--- config.mk ---
export PLATFORM = sky130hd
export DESIGN_NAME = rtc_write_seq
export DESIGN_NICKNAME = d
export VERILOG_FILES = /design/src/rtl/rtc_pkg.sv /design/src/rtl/rtc_bus_wr_phase.sv /design/src/rtl/rtc_write_seq.sv
export SDC_FILE = /design/constraint.sdc
export NUM_CORES = 1
export LEC_CHECK = 0
export BUFFER_PORTS_ARGS = -buffer_cell sky130_fd_sc_hd__buf_4
export CORE_ASPECT_RATIO = 1.5
export CORE_MARGIN = 10
export CORE_UTILIZATION = 55
export DETAILED_ROUTE_END_ITERATION = 10
export PLACE_DENSITY = 0.8
export SLEW_MARGIN = 10
export SYNTH_ARGS = -nofsm -noshare
export SYNTH_HDL_FRONTEND = slang
export SYNTH_SLANG_ARGS = --single-unit
export TNS_END_PERCENT = 20
--- constraint.sdc ---
create_clock -name CLK -period 2.46 [get_ports CLK]
set_input_delay 0.369 -clock CLK [delete_from_list [all_inputs] [get_ports CLK]]
set_output_delay 0.369 -clock CLK [all_outputs]
set_load 0.05 [all_outputs]
--- src/rtl/rtc_pkg.sv ---
// Shared definitions for the RTC write-back path: register addresses,
// sequencer/phase state encodings and small helpers.
package rtc_pkg;

  localparam int NUM_REGS = 6;

  localparam logic [7:0] RTC_A_SEC   = 8'h21;
  localparam logic [7:0] RTC_A_MIN   = 8'h22;
  localparam logic [7:0] RTC_A_HOUR  = 8'h23;
  localparam logic [7:0] RTC_A_DAY   = 8'h24;
  localparam logic [7:0] RTC_A_MONTH = 8'h25;
  localparam logic [7:0] RTC_A_YEAR  = 8'h26;

  // Top-level sequencer: address phase / data phase per register.
  typedef enum logic [2:0] {
    ST_IDLE,
    ST_CHECK,
    ST_ADDR,
    ST_DATA,
    ST_FIN
  } seq_state_t;

  // One bus write phase: SETUP -> WR -> HOLD.
  typedef enum logic [1:0] {
    PH_IDLE,
    PH_SETUP,
    PH_WR,
    PH_HOLD
  } phase_state_t;

  function automatic logic [7:0] reg_addr(input logic [2:0] idx);
    case (idx)
      3'd0:    return RTC_A_SEC;
      3'd1:    return RTC_A_MIN;
      3'd2:    return RTC_A_HOUR;
      3'd3:    return RTC_A_DAY;
      3'd4:    return RTC_A_MONTH;
      3'd5:    return RTC_A_YEAR;
      default: return '0;
    endcase
  endfunction

  function automatic logic is_bcd(input logic [7:0] v);
    return (v[7:4] <= 4'd9) && (v[3:0] <= 4'd9);
  endfunction

endpackage

--- src/rtl/rtc_bus_wr_phase.sv ---
// One RTC bus write phase: SETUP (CS_n low, WR_n high), WR (WR_n low),
// HOLD (WR_n high). A go pulse starts a phase; a go coinciding with
// phase_done chains the next phase without releasing CS_n.
// Ports:
//   CLK, RST    clock, async active-high reset
//   go          start (or chain) a phase
//   phase_done  high in the last HOLD cycle
//   CS_n, WR_n  registered RTC strobes
module rtc_bus_wr_phase
  import rtc_pkg::*;
#(
  parameter int T_SETUP = 2,
  parameter int T_PULSE = 4,
  parameter int T_HOLD  = 2
) (
  input  logic CLK,
  input  logic RST,
  input  logic go,
  output logic phase_done,
  output logic CS_n,
  output logic WR_n
);

  localparam int T_MAX_SP = (T_SETUP > T_PULSE) ? T_SETUP : T_PULSE;
  localparam int T_MAX    = (T_MAX_SP > T_HOLD) ? T_MAX_SP : T_HOLD;
  localparam int CW       = $clog2(T_MAX + 1);

  phase_state_t  state;
  logic [CW-1:0] cnt;

  assign phase_done = (state == PH_HOLD) && (cnt == '0);

  always_ff @(posedge CLK or posedge RST) begin
    if (RST) begin
      state <= PH_IDLE;
      cnt   <= '0;
      CS_n  <= 1'b1;
      WR_n  <= 1'b1;
    end else begin
      case (state)
        PH_IDLE: begin
          if (go) begin
            state <= PH_SETUP;
            cnt   <= CW'(T_SETUP - 1);
            CS_n  <= 1'b0;
            WR_n  <= 1'b1;
          end
        end
        PH_SETUP: begin
          if (cnt == '0) begin
            state <= PH_WR;
            cnt   <= CW'(T_PULSE - 1);
            WR_n  <= 1'b0;
          end else begin
            cnt <= cnt - 1'b1;
          end
        end
        PH_WR: begin
          if (cnt == '0) begin
            state <= PH_HOLD;
            cnt   <= CW'(T_HOLD - 1);
            WR_n  <= 1'b1;
          end else begin
            cnt <= cnt - 1'b1;
          end
        end
        PH_HOLD: begin
          if (cnt == '0) begin
            if (go) begin
              state <= PH_SETUP;
              cnt   <= CW'(T_SETUP - 1);
            end else begin
              state <= PH_IDLE;
              CS_n  <= 1'b1;
            end
          end else begin
            cnt <= cnt - 1'b1;
          end
        end
        default: begin
          state <= PH_IDLE;
          CS_n  <= 1'b1;
          WR_n  <= 1'b1;
        end
      endcase
    end
  end

endmodule

--- src/rtl/rtc_write_seq.sv ---
// RTC write-back sequencer. START snapshots SEC..YEAR, then writes each
// register as an address phase followed by a data phase on the multiplexed
// AD bus. DONE pulses at the end; all outputs are registered.
// Optional feature: define BCD_CHECK_EN to validate every snapshot nibble in
// the cycle after START; an invalid nibble aborts with DONE+ERR and no bus
// activity. Without it, ERR stays 0.
// Ports:
//   CLK, RST                     clock, async active-high reset
//   START                        1-cycle write request (ignored while busy)
//   SEC,MIN,HOUR,DAY,MONTH,YEAR  BCD values to write
//   BUSY, DONE, ERR              status
//   AD_out, AD_oe, AD_n          bus byte, drive enable, 0=address/1=data
//   CS_n, WR_n, RD_n             RTC strobes (RD_n always 1)
module rtc_write_seq
  import rtc_pkg::*;
#(
  parameter int T_SETUP = 2,
  parameter int T_PULSE = 4,
  parameter int T_HOLD  = 2
) (
  input  logic       CLK,
  input  logic       RST,
  input  logic       START,
  input  logic [7:0] SEC,
  input  logic [7:0] MIN,
  input  logic [7:0] HOUR,
  input  logic [7:0] DAY,
  input  logic [7:0] MONTH,
  input  logic [7:0] YEAR,
  output logic       BUSY,
  output logic       DONE,
  output logic       ERR,
  output logic [7:0] AD_out,
  output logic       AD_oe,
  output logic       AD_n,
  output logic       CS_n,
  output logic       WR_n,
  output logic       RD_n
);

  seq_state_t state;
  logic [2:0] idx;
  logic [7:0] snap [NUM_REGS];
  logic       go;
  logic       start_go;
  logic       phase_done;
  logic       last_reg;

  assign last_reg = (idx == 3'(NUM_REGS - 1));

`ifdef BCD_CHECK_EN
  logic snap_ok;

  always_comb begin
    snap_ok = 1'b1;
    for (int unsigned i = 0; i < NUM_REGS; i++) begin
      snap_ok = snap_ok & is_bcd(snap[i]);
    end
  end

  assign start_go = (state == ST_CHECK) && snap_ok;
`else
  assign start_go = (state == ST_IDLE) && START;
`endif

  // The SETUP/WR/HOLD timing lives in the phase sub-module; this FSM only
  // tracks address vs data phase. go is combinational so the phase starts
  // on the same edge that the sequencer moves, keeping CS_n low between
  // back-to-back phases.
  assign go = start_go || (phase_done && !((state == ST_DATA) && last_reg));

  rtc_bus_wr_phase #(
    .T_SETUP(T_SETUP),
    .T_PULSE(T_PULSE),
    .T_HOLD (T_HOLD)
  ) u_phase (
    .CLK       (CLK),
    .RST       (RST),
    .go        (go),
    .phase_done(phase_done),
    .CS_n      (CS_n),
    .WR_n      (WR_n)
  );

  always_ff @(posedge CLK or posedge RST) begin
    if (RST) begin
      state  <= ST_IDLE;
      idx    <= '0;
      snap   <= '{default: '0};
      BUSY   <= 1'b0;
      DONE   <= 1'b0;
      ERR    <= 1'b0;
      AD_out <= '0;
      AD_oe  <= 1'b0;
      AD_n   <= 1'b1;
      RD_n   <= 1'b1;
    end else begin
      RD_n <= 1'b1;
      DONE <= 1'b0;
      ERR  <= 1'b0;
      case (state)
        ST_IDLE: begin
          if (START) begin
            snap <= '{SEC, MIN, HOUR, DAY, MONTH, YEAR};
            idx  <= '0;
            BUSY <= 1'b1;
`ifdef BCD_CHECK_EN
            state <= ST_CHECK;
`else
            state  <= ST_ADDR;
            AD_oe  <= 1'b1;
            AD_n   <= 1'b0;
            AD_out <= reg_addr(3'd0);
`endif
          end
        end
`ifdef BCD_CHECK_EN
        ST_CHECK: begin
          if (snap_ok) begin
            state  <= ST_ADDR;
            AD_oe  <= 1'b1;
            AD_n   <= 1'b0;
            AD_out <= reg_addr(3'd0);
          end else begin
            state <= ST_FIN;
          end
        end
`endif
        ST_ADDR: begin
          if (phase_done) begin
            state  <= ST_DATA;
            AD_n   <= 1'b1;
            AD_out <= snap[idx];
          end
        end
        ST_DATA: begin
          if (phase_done) begin
            if (last_reg) begin
              state  <= ST_FIN;
              AD_oe  <= 1'b0;
              AD_n   <= 1'b1;
              AD_out <= '0;
            end else begin
              state  <= ST_ADDR;
              idx    <= idx + 3'd1;
              AD_n   <= 1'b0;
              AD_out <= reg_addr(idx + 3'd1);
            end
          end
        end
        ST_FIN: begin
          state <= ST_IDLE;
          BUSY  <= 1'b0;
          DONE  <= 1'b1;
`ifdef BCD_CHECK_EN
          ERR <= !snap_ok;
`endif
        end
        default: begin
          state  <= ST_IDLE;
          BUSY   <= 1'b0;
          AD_oe  <= 1'b0;
          AD_n   <= 1'b1;
          AD_out <= '0;
        end
      endcase
    end
  end

endmodule

Word-level counts from Yosys, hierarchy flattened
Cells that the tools add are included.
{ "word_totals": {"register_bits": 73, "latch_bits": 0, "ramBits": 0, "romBits": 0, "out_inout_bits": 16, "n_memories": 0} }
{ "classes": {"n_addsub": 2, "multipliers": 0, "div_mod_pow": 0, "order_cmp": 1, "n_eq_ne": 22, "shifts": 0, "n_mux": 48, "bitwise": 4, "n_reduce_logical": 24} }
{ "ops": {"columns": ["operator", "count"], "rows": [
  ["$mux W8", 5],
  ["$pmux W6 S6", 1],
  ["$mux W3", 11],
  ["$pmux W8 S4", 1],
  ["$bmux W8 S3", 1],
  ["$reduce_and A4 Y1", 6],
  ["$ne A2 B2 Y1 const B", 8],
  ["$mux W1", 15],
  ["$eq A3 B2 Y1 const B", 4],
  ["$eq A3 B3 Y1 const B", 4],
  ["$pmux W3 S4", 1],
  ["$logic_not A3 Y1", 3],
  ["$pmux W3 S3", 1],
  ["$mux W2", 4],
  ["$pmux W2 S4", 1],
  ["$mux W6", 1],
  ["$pmux W1 S3", 2],
  ["$pmux W3 S2", 1],
  ["$eq A2 B2 Y1 const B", 2],
  ["$ge A4 B4 Y1 const B", 1],
  ["$logic_and A1 B1 Y1", 4],
  ["$ne A2 B1 Y1 const B", 2],
  ["$not A3 Y4", 1],
  ["$pmux W1 S2", 2],
  ["14 further kinds", 19]
]} }

Depth between registers and ports, before layout
{ "logic_depth": {"depth_word": 8, "depth_mapped": 7, "ltp_nobuf": 6} }

Modules after synthesis
From an unflattened synthesis, not the netlist that was laid out.
{ "unflattened": {"cells_unflattened": 299, "hier_area_um2": 3732.3} }
{ "modules_own_cells": {"columns": ["mod", "instances", "cells_per_inst", "area_per_inst_um2", "seq_area_each_um2"], "rows": [
  ["rtc_write_seq", 1, 243, 3225.6, 1652.8],
  ["rtc_bus_wr_phase", 1, 56, 506.7, 177.7]
]} }

Worst setup path after synthesis
No wires, ideal clock.
{ "synth_path": {"kind": "flip-flop to flip-flop", "from": "register idx[2]", "to": "register AD_out[0]", "arrival_time_ps": 1764, "required_time_ps": 2334, "path_slack_ps": 569, "path_stages_with_launch": 6, "n_path_buf": 0, "path_cell_list": "dfrtp_1 clkinv_1 ha_1 a221oi_1 a21oi_1 a221o_2"} }
{ "synth_between": {"elab_chain_len": 6} }
{ "synth_lines": {"columns": ["element", "line", "source"], "rows": [
  ["from (decl)", "rtc_write_seq.sv:42", "logic [2:0] idx;"],
  ["from (signal assigned)", "rtc_write_seq.sv:145", "idx <= idx + 3'd1;"],
  ["$add A3 B1 Y3 / $not A3 Y4 (equally long branches)", "rtc_write_seq.sv:147, rtc_write_seq.sv:133", null],
  ["$eq A3 B3 Y1, or another cell as far along", "rtc_pkg.sv:32", "case (idx)"],
  ["$pmux W6 S6 / $mux W8 (equally long branches)", "rtc_pkg.sv:32, rtc_write_seq.sv:133", null],
  ["$mux W6 / $mux W8 (equally long branches)", "rtc_write_seq.sv:138, rtc_write_seq.sv:133", null],
  ["$mux W8, on equally long branches", "rtc_write_seq.sv:137, rtc_write_seq.sv:130", null],
  ["$pmux W8 S4 *", "rtc_write_seq.sv:101", "case (state)"],
  ["to (signal assigned)", "rtc_write_seq.sv:113", "AD_out <= reg_addr(3'd0);"],
  ["to (signal assigned)", "rtc_write_seq.sv:133", "AD_out <= snap[idx];"],
  ["to (signal assigned)", "rtc_write_seq.sv:147", "AD_out <= reg_addr(idx + 3'd1);"],
  ["to (decl)", "rtc_write_seq.sv:33", "output logic [7:0] AD_out,"]
]} }
Every way passes the cells marked *; elsewhere a longest branch is shown, timed or not. The select of a mux whose other input is x is not followed.
A chain may end at the register's enable or synchronous reset.

Final worst setup path
{ "layout_path": {"from": "register u_phase.state[1]", "to": "register idx[1]"} }
{ "layout_between": {"elab_chain_len": 4} }
{ "layout_lines": {"columns": ["element", "line", "source"], "rows": [
  ["from (decl)", "rtc_bus_wr_phase.sv:28", "phase_state_t state;"],
  ["from (signal assigned)", "rtc_bus_wr_phase.sv:35", "state <= PH_IDLE;"],
  ["from (signal assigned)", "rtc_bus_wr_phase.sv:43", "state <= PH_SETUP;"],
  ["from (signal assigned)", "rtc_bus_wr_phase.sv:51", "state <= PH_WR;"],
  ["$eq A2 B2 Y1", "rtc_bus_wr_phase.sv:31", "assign phase_done = (state == PH_HOLD) && (cnt == '0);"],
  ["$logic_and A1 B1 Y1", "rtc_bus_wr_phase.sv:31", null],
  ["$ne A2 B2 Y1 (no line)", null, null],
  ["$reduce_and A4 Y1 (no line)", null, null]
]} }
Every way passes these cells.

==> reports/qor.txt <==
===============================================================================================
Most instantiated cells after synthesis .......................................... 156 x nand2_1, 70 x dfrtp_1, 17 x a21oi_1, 16 x o21ai_0
Met3 capacity usage during global routing ........................................       3.898%
Worst Setup Path Type ............................................................      reg2reg
Post-synthesis sequential element count ..........................................           73
Routed wire per std cell .........................................................     16.21 µm
Share of layout cells above drive strength 1 .....................................       24.19%
Total number of yosys warnings ...................................................            0
Average footprint of a synthesized cell ..........................................    9.360 µm²
Endpoints failing hold ...........................................................            0
Maximum clock frequency ..........................................................    470.5 MHz
Most used standard cell by instance count after synthesis ........................      nand2_1
Cell types with the largest area share after synthesis ........................... dfrtp_1 47%, nand2_1 16%, ha_1 4.7%
Share of total power consumed by net switching ...................................       24.23%
Met2 Resource Use GR .............................................................       29.97%
1st-iter DRT viols ...............................................................          169
Net switching power of the design ................................................    0.5556 mW
Count of fill cells added during filler insertion ................................          520
Number of cells produced by synthesis ............................................          399
Int Pwr ..........................................................................     1.737 mW
Sequential-to-total area share from yosys stat ...................................       49.01%
Largest area contributor in the synthesized netlist ..............................      dfrtp_1
Class of the tightest hold or removal check ......................................     in2async
Part of the total power dissipated in sequential elements ........................        55.6%
Maximum fanout encountered on the critical timing path ...........................           10
Via count of the routed design ...................................................         2909
Post-route antenna net violation count ...........................................            0
Pwr per Cell Area ................................................................ 520.6 mW/mm²
Post-DP HPWL .....................................................................      6639 µm
Combinational cell fraction of total power .......................................         8.9%
Clock H-tree levels ..............................................................            3
Slew Limit Fails .................................................................            0
Wire length of the first global-routing pass .....................................     14850 µm
Final routed DRC violation total .................................................            0
Total routing usage reported by global routing ...................................       17.32%
Largest net degree at the start of global routing ................................           50
Cell at the root of the clock tree ...............................................     clkbuf_8
Static leakage ...................................................................     2.270 nW
Type of origin of the critical path ..............................................         flop
Resized cells post-CTS ...........................................................            0
Antenna violations before repair .................................................            0
Async set-reset flop share out of synthesis ......................................       100.0%
Netlist cell types ...............................................................           51
Number of input and output port buffers inserted .................................           64
Layout overhead on the synthesized area ..........................................       17.92%
TritonCTS buffer count ...........................................................            9
DRT Wirelength ...................................................................      8739 µm
Reg-to-reg slack, setup ..........................................................      0.33 ns
Area fraction of the dominant cell type after synthesis ..........................       46.90%
TritonCTS sink count .............................................................           73
Main synth FF type ...............................................................      dfrtp_1
Post-route minimum period ........................................................     2.125 ns
Setup violation total in the final timing report .................................            0
Setup repair bufs after CTS ......................................................            0
Die Height .......................................................................     120.9 µm
Chip width .......................................................................     87.29 µm
Mapped Nets ......................................................................          464
Worst setup EP type ..............................................................         flop
Global placement routability congestion ..........................................       0.8910
Number of global-route vias before repair ........................................         3086
Arrival time reported for the critical path endpoint .............................      2.35 ns
Worst hold slack .................................................................   0.08134 ns
Number of search-and-repair iterations in the first detailed-routing pass ........            4
CTS hold repair buffers ..........................................................            0
Data required time at the worst endpoint .........................................      2.68 ns
Die area .........................................................................  0.01055 mm²
Setup Skew .......................................................................  0.007067 ns
Grt met1 use .....................................................................       19.78%
Total Nets Final .................................................................          523
Largest vdd supply drop ..........................................................     410.8 µV
Std cell rows ....................................................................           36
Max Cap Violations ...............................................................            0
Endpoint of the lowest-slack register-to-register path ...........................       idx[1]
Core Box Area .................................................................... 0.006576 mm²
Worst slew margin ................................................................       61.43%
CTS tree .........................................................................         done
Grt ovf ..........................................................................            0
Clock input transition at the sequential cells of the worst setup and hold paths .      0.08 ns
Worst R2R Start .................................................................. u_phase.state[1]
Number of antenna repair diodes ..................................................            0
Post-synthesis instance area ..................................................... 0.003735 mm²
Worst r2r path cells .............................................................            5
Slew at the pin with the worst max-slew slack ....................................    0.5785 ns
Number of vias per cell after detailed routing ...................................        5.397
Initial cell density of the core .................................................       56.79%
Unrepaired setup endpoints after global routing ..................................        false
Max clock buf depth ..............................................................            2
Number of flops mapped to enable cells by yosys ..................................            0
Final total negative setup slack .................................................         0 ns
Top Ports ........................................................................           67
Period Utilization, post-route ...................................................       86.40%
Clock latency reported for the late side of the worst-skew pair ..................      0.34 ns
Clock power frac .................................................................        35.5%
Status ........................................................................... finished clean
Most Crowded Layer GR ............................................................         met2
===============================================================================================
## area by class of cell
cell class              instances  area, µm²  share of cell area [%]
multi-input cells             291       1718                   39.01
repair buffers                 72      553.0                   12.56
inverters                      11      41.29                  0.9375
well taps                      76      95.09                   2.159
clock inverters                 3      17.52                  0.3977
clock buffers                  13      148.9                   3.381
flip-flops and latches         73       1831                   41.56
## metrics by stage
| step | instances | utilization, % | worst slack, ns | total power, mW | instance area (µm²) |
|---|---|---|---|---|---|
| finish | 539 | 66.97 | 0.3347 | 2.293 | 4404 |
| global route | 539 | 66.97 | 0.1675 | 2.384 | 4404 |
| CTS | 539 | 66.97 | 0.3344 | 2.305 | 4404 |
| detailed placement | 523 | 64.44 | 0.3571 | 1.504 | 4238 |
| global placement | 523 | 64.44 | 0.4024 | 1.497 | 4238 |
| floorplan | 399 | - | 0.2427 | 1.397 | 3735 |
## power groups by stage
stage	clock [mW]	combinational (mW)	sequential, mW
floorplan	0	0.0813	1.32
global placement	0	0.201	1.30
detailed placement	0	0.206	1.30
CTS	0.823	0.207	1.27
global route	0.878	0.225	1.28
finish	0.813	0.204	1.28
## placed cells by master (no fill, tap or decap), types with 3 or more instances in the layout
cell / count
ha_1: 14
dfrtp_1: 70
clkbuf_1: 3
nand2b_1: 3
clkbuf_8: 10
buf_4: 71
nand2_1: 156
nor2_1: 14
mux2i_1: 11
o31ai_1: 3
o21ai_0: 16
mux2_4: 3
dfstp_2: 3
inv_1: 9
nor3_1: 6
a21oi_1: 17
mux4_2: 7
## worst max-delay path by stage
stage | start | endpoint | slack [ns]
after global routing | u_phase.state[1] | idx[2] | 0.17
after detailed placement | u_phase.state[1] | idx[1] | 0.36
after floorplan | RST | AD_oe | 0.24
final | u_phase.state[1] | idx[1] | 0.33
after global placement | u_phase.state[1] | idx[1] | 0.40
after CTS | u_phase.state[1] | idx[1] | 0.33
## cells by family (layout without fill, tap and decap cells)
| logic type | after synthesis | count (layout) | synth area share (%) |
|---|---|---|---|
| buf+inv | 35 | 99 | 4.991 |
| compound gates | 59 | 59 | 10.65 |
| mux | 21 | 21 | 8.375 |
| other cells | 2 | 2 | 0.2011 |
| simple gates | 195 | 195 | 22.08 |
| fa+ha+maj | 14 | 14 | 4.690 |
| flops | 73 | 73 | 49.01 |
## worst max-delay path, stage by stage, from the launching register on
cell	delay (ns)
dfrtp_1	0.43
ha_1	0.33
nand3b_2	0.14
a22o_1	0.37
a211oi_4	0.42
mux2_4	0.33
## routing by layer
layer  up-vias  part of all wire, %
met5         -                    0
met4         0                  1.5
met3        12                  4.8
met2        76                   55
met1      1388                   39
li1       1433                    -
## registers in the layout, summed over array words and instances, names as in the netlist
register       cells
snap              48
u_phase.CS_n       1
idx                3
BUSY               1
u_phase.WR_n       1
DONE               1
state              3
u_phase.cnt        3
AD_n               1
u_phase.state      2
AD_oe              1
AD_out             8
(Power assumes the default switching activity.)
